===== src/rtl/ifetch_queue_if.sv =====
// Fetch-side bus of ifetch_queue: instruction memory port, redirect request
// and the valid/ready delivery channel towards decode.
interface ifetch_queue_if #(
    parameter int AW     = 13,
    parameter int QDEPTH = 4
);
    localparam int CW = $clog2(QDEPTH) + 1;

    logic [AW-1:0] imem_addr;
    logic [31:0]   imem_instr;
    logic          redirect_valid;
    logic [31:0]   redirect_pc;
    logic          out_valid;
    logic          out_ready;
    logic [31:0]   out_pc;
    logic [31:0]   out_instr;
    logic          out_fault;
    logic [CW-1:0] q_count;

    modport master (
        output imem_addr,
        input  imem_instr,
        input  redirect_valid,
        input  redirect_pc,
        output out_valid,
        input  out_ready,
        output out_pc,
        output out_instr,
        output out_fault,
        output q_count
    );

    modport slave (
        input  imem_addr,
        output imem_instr,
        output redirect_valid,
        output redirect_pc,
        input  out_valid,
        output out_ready,
        input  out_pc,
        input  out_instr,
        input  out_fault,
        input  q_count
    );
endinterface


===== src/rtl/ifetch_queue.sv =====
// Instruction fetch sequencer: owns the fetch PC, reads a combinational
// instruction memory and buffers {pc, instr, fault} entries for decode.
module ifetch_queue #(
    parameter int          IMEM_DEPTH = 8192,
    parameter int          QDEPTH     = 4,
    parameter logic [31:0] RESET_PC   = 32'h0000_0000
) (
    input logic            clk,
    input logic            rst,
    ifetch_queue_if.master bus
);
    localparam int AW = $clog2(IMEM_DEPTH);
    localparam int PW = $clog2(QDEPTH);
    localparam int CW = PW + 1;
    localparam logic [31:0] NOP_INSTR = 32'h0000_0013;

    typedef enum logic {FETCH, HALT} state_t;

    state_t        r_state;
    state_t        w_nextState;
    logic [31:0]   r_fetchPc;
    logic [31:0]   r_pcMem    [QDEPTH];
    logic [31:0]   r_instrMem [QDEPTH];
    logic          r_faultMem [QDEPTH];
    logic [PW-1:0] r_rdPtr;
    logic [PW-1:0] r_wrPtr;
    logic [CW-1:0] r_count;

    logic [31:0]   w_ea;
    logic          w_fault;
    logic          w_pop;
    logic          w_push;
    logic [CW-1:0] w_countAfterPop;

    // Reset forces the reset PC onto the memory address and masks any redirect.
    always_comb begin
        w_ea = r_fetchPc;
        if (rst) begin
            w_ea = RESET_PC;
        end else if (bus.redirect_valid) begin
            w_ea = bus.redirect_pc;
        end
    end

    assign w_fault         = (w_ea >= 32'(IMEM_DEPTH)) || (w_ea[1:0] != 2'b00);
    assign w_pop           = (r_count != '0) && bus.out_ready;
    assign w_countAfterPop = bus.redirect_valid ? '0 : (r_count - CW'(w_pop));

    always_ff @(posedge clk) begin
        if (rst) begin
            r_state <= FETCH;
        end else begin
            r_state <= w_nextState;
        end
    end

    always_comb begin
        w_nextState = r_state;
        if (bus.redirect_valid) begin
            w_nextState = w_fault ? HALT : FETCH;
        end else if (w_push && w_fault) begin
            w_nextState = HALT;
        end
    end

    always_comb begin
        w_push = 1'b0;
        if ((r_state == FETCH || bus.redirect_valid) && (w_countAfterPop < CW'(QDEPTH))) begin
            w_push = 1'b1;
        end
    end

    // A redirect restarts the queue at the write pointer so the target lands at the head.
    always_ff @(posedge clk) begin
        if (rst) begin
            r_rdPtr   <= '0;
            r_wrPtr   <= '0;
            r_count   <= '0;
            r_fetchPc <= RESET_PC;
        end else begin
            if (bus.redirect_valid) begin
                r_rdPtr <= r_wrPtr;
            end else if (w_pop) begin
                r_rdPtr <= r_rdPtr + 1'b1;
            end
            if (w_push) begin
                r_wrPtr <= r_wrPtr + 1'b1;
                if (!w_fault) begin
                    r_fetchPc <= w_ea + 32'd4;
                end
            end
            r_count <= w_countAfterPop + CW'(w_push);
        end
    end

    always_ff @(posedge clk) begin
        if (!rst && w_push) begin
            r_pcMem[r_wrPtr]    <= w_ea;
            r_instrMem[r_wrPtr] <= w_fault ? NOP_INSTR : bus.imem_instr;
            r_faultMem[r_wrPtr] <= w_fault;
        end
    end

    assign bus.imem_addr = w_ea[AW-1:0];
    assign bus.out_valid = (r_count != '0);
    assign bus.q_count   = r_count;
    assign bus.out_pc    = bus.out_valid ? r_pcMem[r_rdPtr]    : 32'd0;
    assign bus.out_instr = bus.out_valid ? r_instrMem[r_rdPtr] : 32'd0;
    assign bus.out_fault = bus.out_valid ? r_faultMem[r_rdPtr] : 1'b0;
endmodule


===== src/flat_wrapper.sv =====
// flat-port wrapper written by rule: the top's interface ports become plain ports
module ifetch_queue_flat 
#(
    parameter int          IMEM_DEPTH = 8192,
    parameter int          QDEPTH     = 4,
    parameter logic [31:0] RESET_PC   = 32'h0000_0000
)
  (clk, rst, bus_imem_addr, bus_imem_instr, bus_redirect_valid, bus_redirect_pc, bus_out_valid, bus_out_ready, bus_out_pc, bus_out_instr, bus_out_fault, bus_q_count);
  ifetch_queue_if #(.AW(($clog2(IMEM_DEPTH))), .QDEPTH(QDEPTH)) bus_i ();
  input logic clk;
  input logic rst;
  output wire logic [$bits(bus_i.imem_addr)-1:0] bus_imem_addr;
  input wire logic [$bits(bus_i.imem_instr)-1:0] bus_imem_instr;
  input wire logic [$bits(bus_i.redirect_valid)-1:0] bus_redirect_valid;
  input wire logic [$bits(bus_i.redirect_pc)-1:0] bus_redirect_pc;
  output wire logic [$bits(bus_i.out_valid)-1:0] bus_out_valid;
  input wire logic [$bits(bus_i.out_ready)-1:0] bus_out_ready;
  output wire logic [$bits(bus_i.out_pc)-1:0] bus_out_pc;
  output wire logic [$bits(bus_i.out_instr)-1:0] bus_out_instr;
  output wire logic [$bits(bus_i.out_fault)-1:0] bus_out_fault;
  output wire logic [$bits(bus_i.q_count)-1:0] bus_q_count;
  assign bus_imem_addr = bus_i.imem_addr;
  assign bus_i.imem_instr = bus_imem_instr;
  assign bus_i.redirect_valid = bus_redirect_valid;
  assign bus_i.redirect_pc = bus_redirect_pc;
  assign bus_out_valid = bus_i.out_valid;
  assign bus_i.out_ready = bus_out_ready;
  assign bus_out_pc = bus_i.out_pc;
  assign bus_out_instr = bus_i.out_instr;
  assign bus_out_fault = bus_i.out_fault;
  assign bus_q_count = bus_i.q_count;
  ifetch_queue #(.IMEM_DEPTH(IMEM_DEPTH), .QDEPTH(QDEPTH), .RESET_PC(RESET_PC)) u_core (.clk(clk), .rst(rst), .bus(bus_i));
endmodule

===== config.mk =====
export PLATFORM = sky130hd
export DESIGN_NAME = ifetch_queue_flat
export DESIGN_NICKNAME = d
export VERILOG_FILES = /design/src/rtl/ifetch_queue_if.sv /design/src/rtl/ifetch_queue.sv /design/src/flat_wrapper.sv
export SDC_FILE = /design/constraint.sdc
export NUM_CORES = 1
export LEC_CHECK = 0
export BUFFER_PORTS_ARGS = -buffer_cell sky130_fd_sc_hd__buf_2
export CORE_MARGIN = 4
export CORE_UTILIZATION = 55
export CTS_CLUSTER_DIAMETER = 80
export DETAILED_ROUTE_END_ITERATION = 16
export PLACE_DENSITY = 0.72
export REMOVE_ABC_BUFFERS = 1
export SYNTH_ARGS = -nofsm -noshare
export SYNTH_HDL_FRONTEND = slang
export SYNTH_SLANG_ARGS = --single-unit

===== constraint.sdc =====
create_clock -name clk -period 12.1 [get_ports clk]
set_clock_uncertainty 0.15 [all_clocks]
set_input_delay 0.605 -clock clk [delete_from_list [all_inputs] [get_ports clk]]
set_output_delay 0.605 -clock clk [all_outputs]
set_load 0.02 [all_outputs]

==> results.cfg <==
[outcome]
status = completed

[worst_setup_path]
critPathMaxStageDelay_ns = 0.76
path_max_fanout = 68
reg2reg_to = u_core.r_fetchPc[23]
worstPathArrival_ns = 4.42
crit_required_ns = 12.38
path_class = flip-flop to flip-flop
ff2ff_path_depth = 10
cpMaxStageDelayCell = nor3_2
start_kind = flip-flop
critical_path.cell_chain = or3_2 -> buf_4 -> and2_1 -> ha_1 -> ha_1 -> xnor2_1 -> a21oi_1 -> nor3_2 -> a21oi_1 -> and2_1
regToRegSetupSlack_ns = 7.95
critPathCaptureType = flip-flop
worst_r2r_startpoint = u_core.bus.q_count[0]

[cts]
htree_levels = 1
cts.sinks = 302
hold_buffers = 0
cts_buffers = 31
clock_latency_ns = 0.54
cts_tree = built
post_cts_buffers = 0
path_clk_slew_ns = 0.06
cts_resized = 0
cts_root_buf = clkbuf_16
cts_buffer_depth = 3

[timing]
setup_viol = 0
maxSlewViolCount = 0
min_period_ns = 4.146
fin_tns_setup_ns = 0
final_hold_viol_count = 0
slew-limit-headroom = 0.2070
grt_setup_unrepaired = false
fmax_mhz = 241.2
worst_pin_slew_ns = 1.189
post-route-period-util = 0.3426

[route]
routed_wl_mm = 25.13
via_count = 6704
drt_iter0_drc = 570
postRouteAntennaNets = 0
drcViolationCount = 0
vias_per_cell = 5.686
wl_per_cell_um = 21.31
first_pass_iters = 5

[worst_hold_path]
whs_path_depth = 2
min_from = bus_imem_instr[0]
hold_class = input port to flip-flop
whs_endpoint = u_core.r_instrMem[1][0]

[final_layout]
n_antenna_cell = 0
fill_cells = 1621
fin_nets = 948
stdcell_count = 1179
syn_to_final_growth_pct = 14.44
drive_above_1_share = 0.3244

[placed_design]
dp_hpwl_mm = 14.96
numPortBuffers = 149
place.gp.congestion = 0.8136
dp_cells = 1122

[global_routing]
grt_first_pass_wirelength_mm = 40.24
overflow = 0
grt_pass1_vias = 7305
antenna_found_initial = 0
track_usage = 0.2000
grt_start_max_net_pins = 69

[floorplanning]
pin_count = 150
dieArea_sq_mm = 0.02534
core_area_sq_mm = 0.02257
initial_core_util = 0.5569
die_h_um = 159.2
rows = 55
die-width_um = 159.2

[power_and_ir_drop]
leakage_nw = 5.211
power_density_mw_per_mm2 = 199.6
vdd_ir_drop_max_v = 0.0002260

[yosys]
yosys_register_bits = 302
avgSynthCellArea_sq_um = 17.03
yosysSeqAreaShare = 0.6880
ys_warn_count = 0
syn_inst = 738
async_flop_share = 0
mappedNetlistArea_sq_mm = 0.01257
yosys.cell_types.count = 45
synth_edf_count = 260
ys.flop_type = edfxtp_1

[run]
maxCapViolCount = 0
-- state kept, by name, indices dropped and copies added, names as in the netlist, named ones only --
register	cells
u_core.bus.q_count	3
u_core.r_faultMem	4
u_core.r_fetchPc	32
u_core.r_instrMem	128
u_core.r_pcMem	128
u_core.r_rdPtr	2
u_core.r_state	1
u_core.r_wrPtr	2
-- worst max-delay path by stage --
stage	to	slack (ns)	start
2_1_floorplan	u_core.r_faultMem[0]	7.48	u_core.bus.q_count[0]
3_3_place_gp	u_core.r_fetchPc[23]	8.14	u_core.bus.q_count[0]
3_5_place_dp	u_core.r_fetchPc[28]	7.96	u_core.bus.q_count[0]
4_1_cts	u_core.r_fetchPc[14]	7.93	u_core.bus.q_count[0]
5_1_grt	u_core.r_fetchPc[26]	7.53	u_core.bus.q_count[0]
6_report	u_core.r_fetchPc[23]	7.95	u_core.bus.q_count[0]
-- report_power, final --
part	switching, W	leakage [nW]	internal [W]
combinational	0.000396	1.96	0.000260
sequential	0.0000560	2.77	0.00127
clock	0.000372	0.488	0.000520
-- logic make-up (layout without fill, tap and decap cells) --
group	after synthesis	in the layout	synth area share
AO/OA/AOI/OAI	40	40	0.02339
AND/OR/NAND/NOR	209	209	0.09735
buffers and inverters	64	220	0.02797
flip-flops	302	302	0.6880
multiplexers	98	98	0.1428
XOR/XNOR	15	15	0.01045
adder cells (fa/ha/maj)	10	10	0.009954
-- metal layers --
layer	wire (um)	global-route usage	part of all wire
met5	0	0	0
met4	355	0.04339	0.014
met3	1488	0.03365	0.059
met2	12660	0.3373	0.50
met1	10620	0.2792	0.42
-- synth_stat cells, types with 2 or more instances --
cell type / n / share of area
buf_1: 7 / 0.0021
mux4_2: 65 / 0.12
and2_1: 119 / 0.059
buf_6: 3 / 0.0027
clkbuf_2: 5 / 0.0020
mux2i_1: 32 / 0.025
a211oi_2: 6 / 0.0060
nor2_1: 43 / 0.013
xor2_1: 8 / 0.0056
nand4_1: 6 / 0.0030
buf_2: 14 / 0.0056
nor2b_1: 2 / 0.0010
nand3_1: 8 / 0.0032
inv_1: 9 / 0.0027
xnor2_1: 7 / 0.0049
a21oi_1: 17 / 0.0068
or2_2: 2 / 0.0010
nor4b_2: 2 / 0.0024
nand2_1: 5 / 0.0015
clkbuf_1: 12 / 0.0036
or3_1: 2 / 0.0010
dfxtp_1: 42 / 0.067
or2b_1: 2 / 0.0012
nor3_1: 3 / 0.0012
edfxtp_1: 260 / 0.62
nand2b_1: 4 / 0.0020
o21ai_1: 2 / 0.00080
buf_4: 13 / 0.0078
ha_1: 10 / 0.010
a211oi_1: 8 / 0.0048
nor4_1: 6 / 0.0030
-- per-stage QoR --
stage	area [sq um]	util	hold WS [ns]	worst slack, ns	total power [W]
floorplan	12250	-	0.2791	7.483	0.001777
global placement	13410	0.5941	0.2954	8.144	0.001994
detailed placement	13410	0.5941	0.3061	7.960	0.002015
CTS	14390	0.6373	0.2373	7.932	0.002903
global route	14390	0.6373	0.2447	7.529	0.003005
finish	14390	0.6373	0.2570	7.954	0.002872
-- worst max-delay path, delay by kind of cell, from the launching register on --
| kind | cells | cell delay (ns) |
|---|---|---|
| buf+inv | 1 | 0.35 |
| fa+ha+maj | 2 | 0.37 |
| xor+xnor | 1 | 0.18 |
| flops | 1 | 0.32 |
| simple gates | 4 | 1.88 |
| compound gates | 2 | 0.76 |
-- layout by cell type (no fill, tap or decap), types with 4 or more instances in the layout --
| cell type | count |
|---|---|
| edfxtp_1 | 260 |
| buf_2 | 149 |
| and2_1 | 115 |
| mux4_2 | 65 |
| nor2_1 | 43 |
| dfxtp_1 | 40 |
| mux2i_1 | 32 |
| clkbuf_16 | 31 |
| a21oi_1 | 17 |
| ha_1 | 10 |
| inv_1 | 9 |
| nand3_1 | 8 |
| a211oi_1 | 8 |
| xor2_1 | 8 |
| clkbuf_1 | 8 |
| clkbuf_8 | 8 |
| xnor2_1 | 7 |
| clkinv_2 | 7 |
| nor4_1 | 6 |
| nand4_1 | 6 |
| a211oi_2 | 6 |
| nand2_1 | 5 |
| buf_4 | 5 |
| nand2b_1 | 4 |
| and2_4 | 4 |
-- cell type report --
cell class                 count  area (sq um)  area share
timing repair buffer         154         783.3     0.05445
clock buffer                  47         915.9     0.06367
inverter                       9         33.78    0.002348
tap                          285         356.6     0.02479
clock inverter                10         58.81    0.004088
sequential                   302          8656      0.6017
multi-input combinational    372          3581      0.2489
Power figures use the tool's default switching activity.
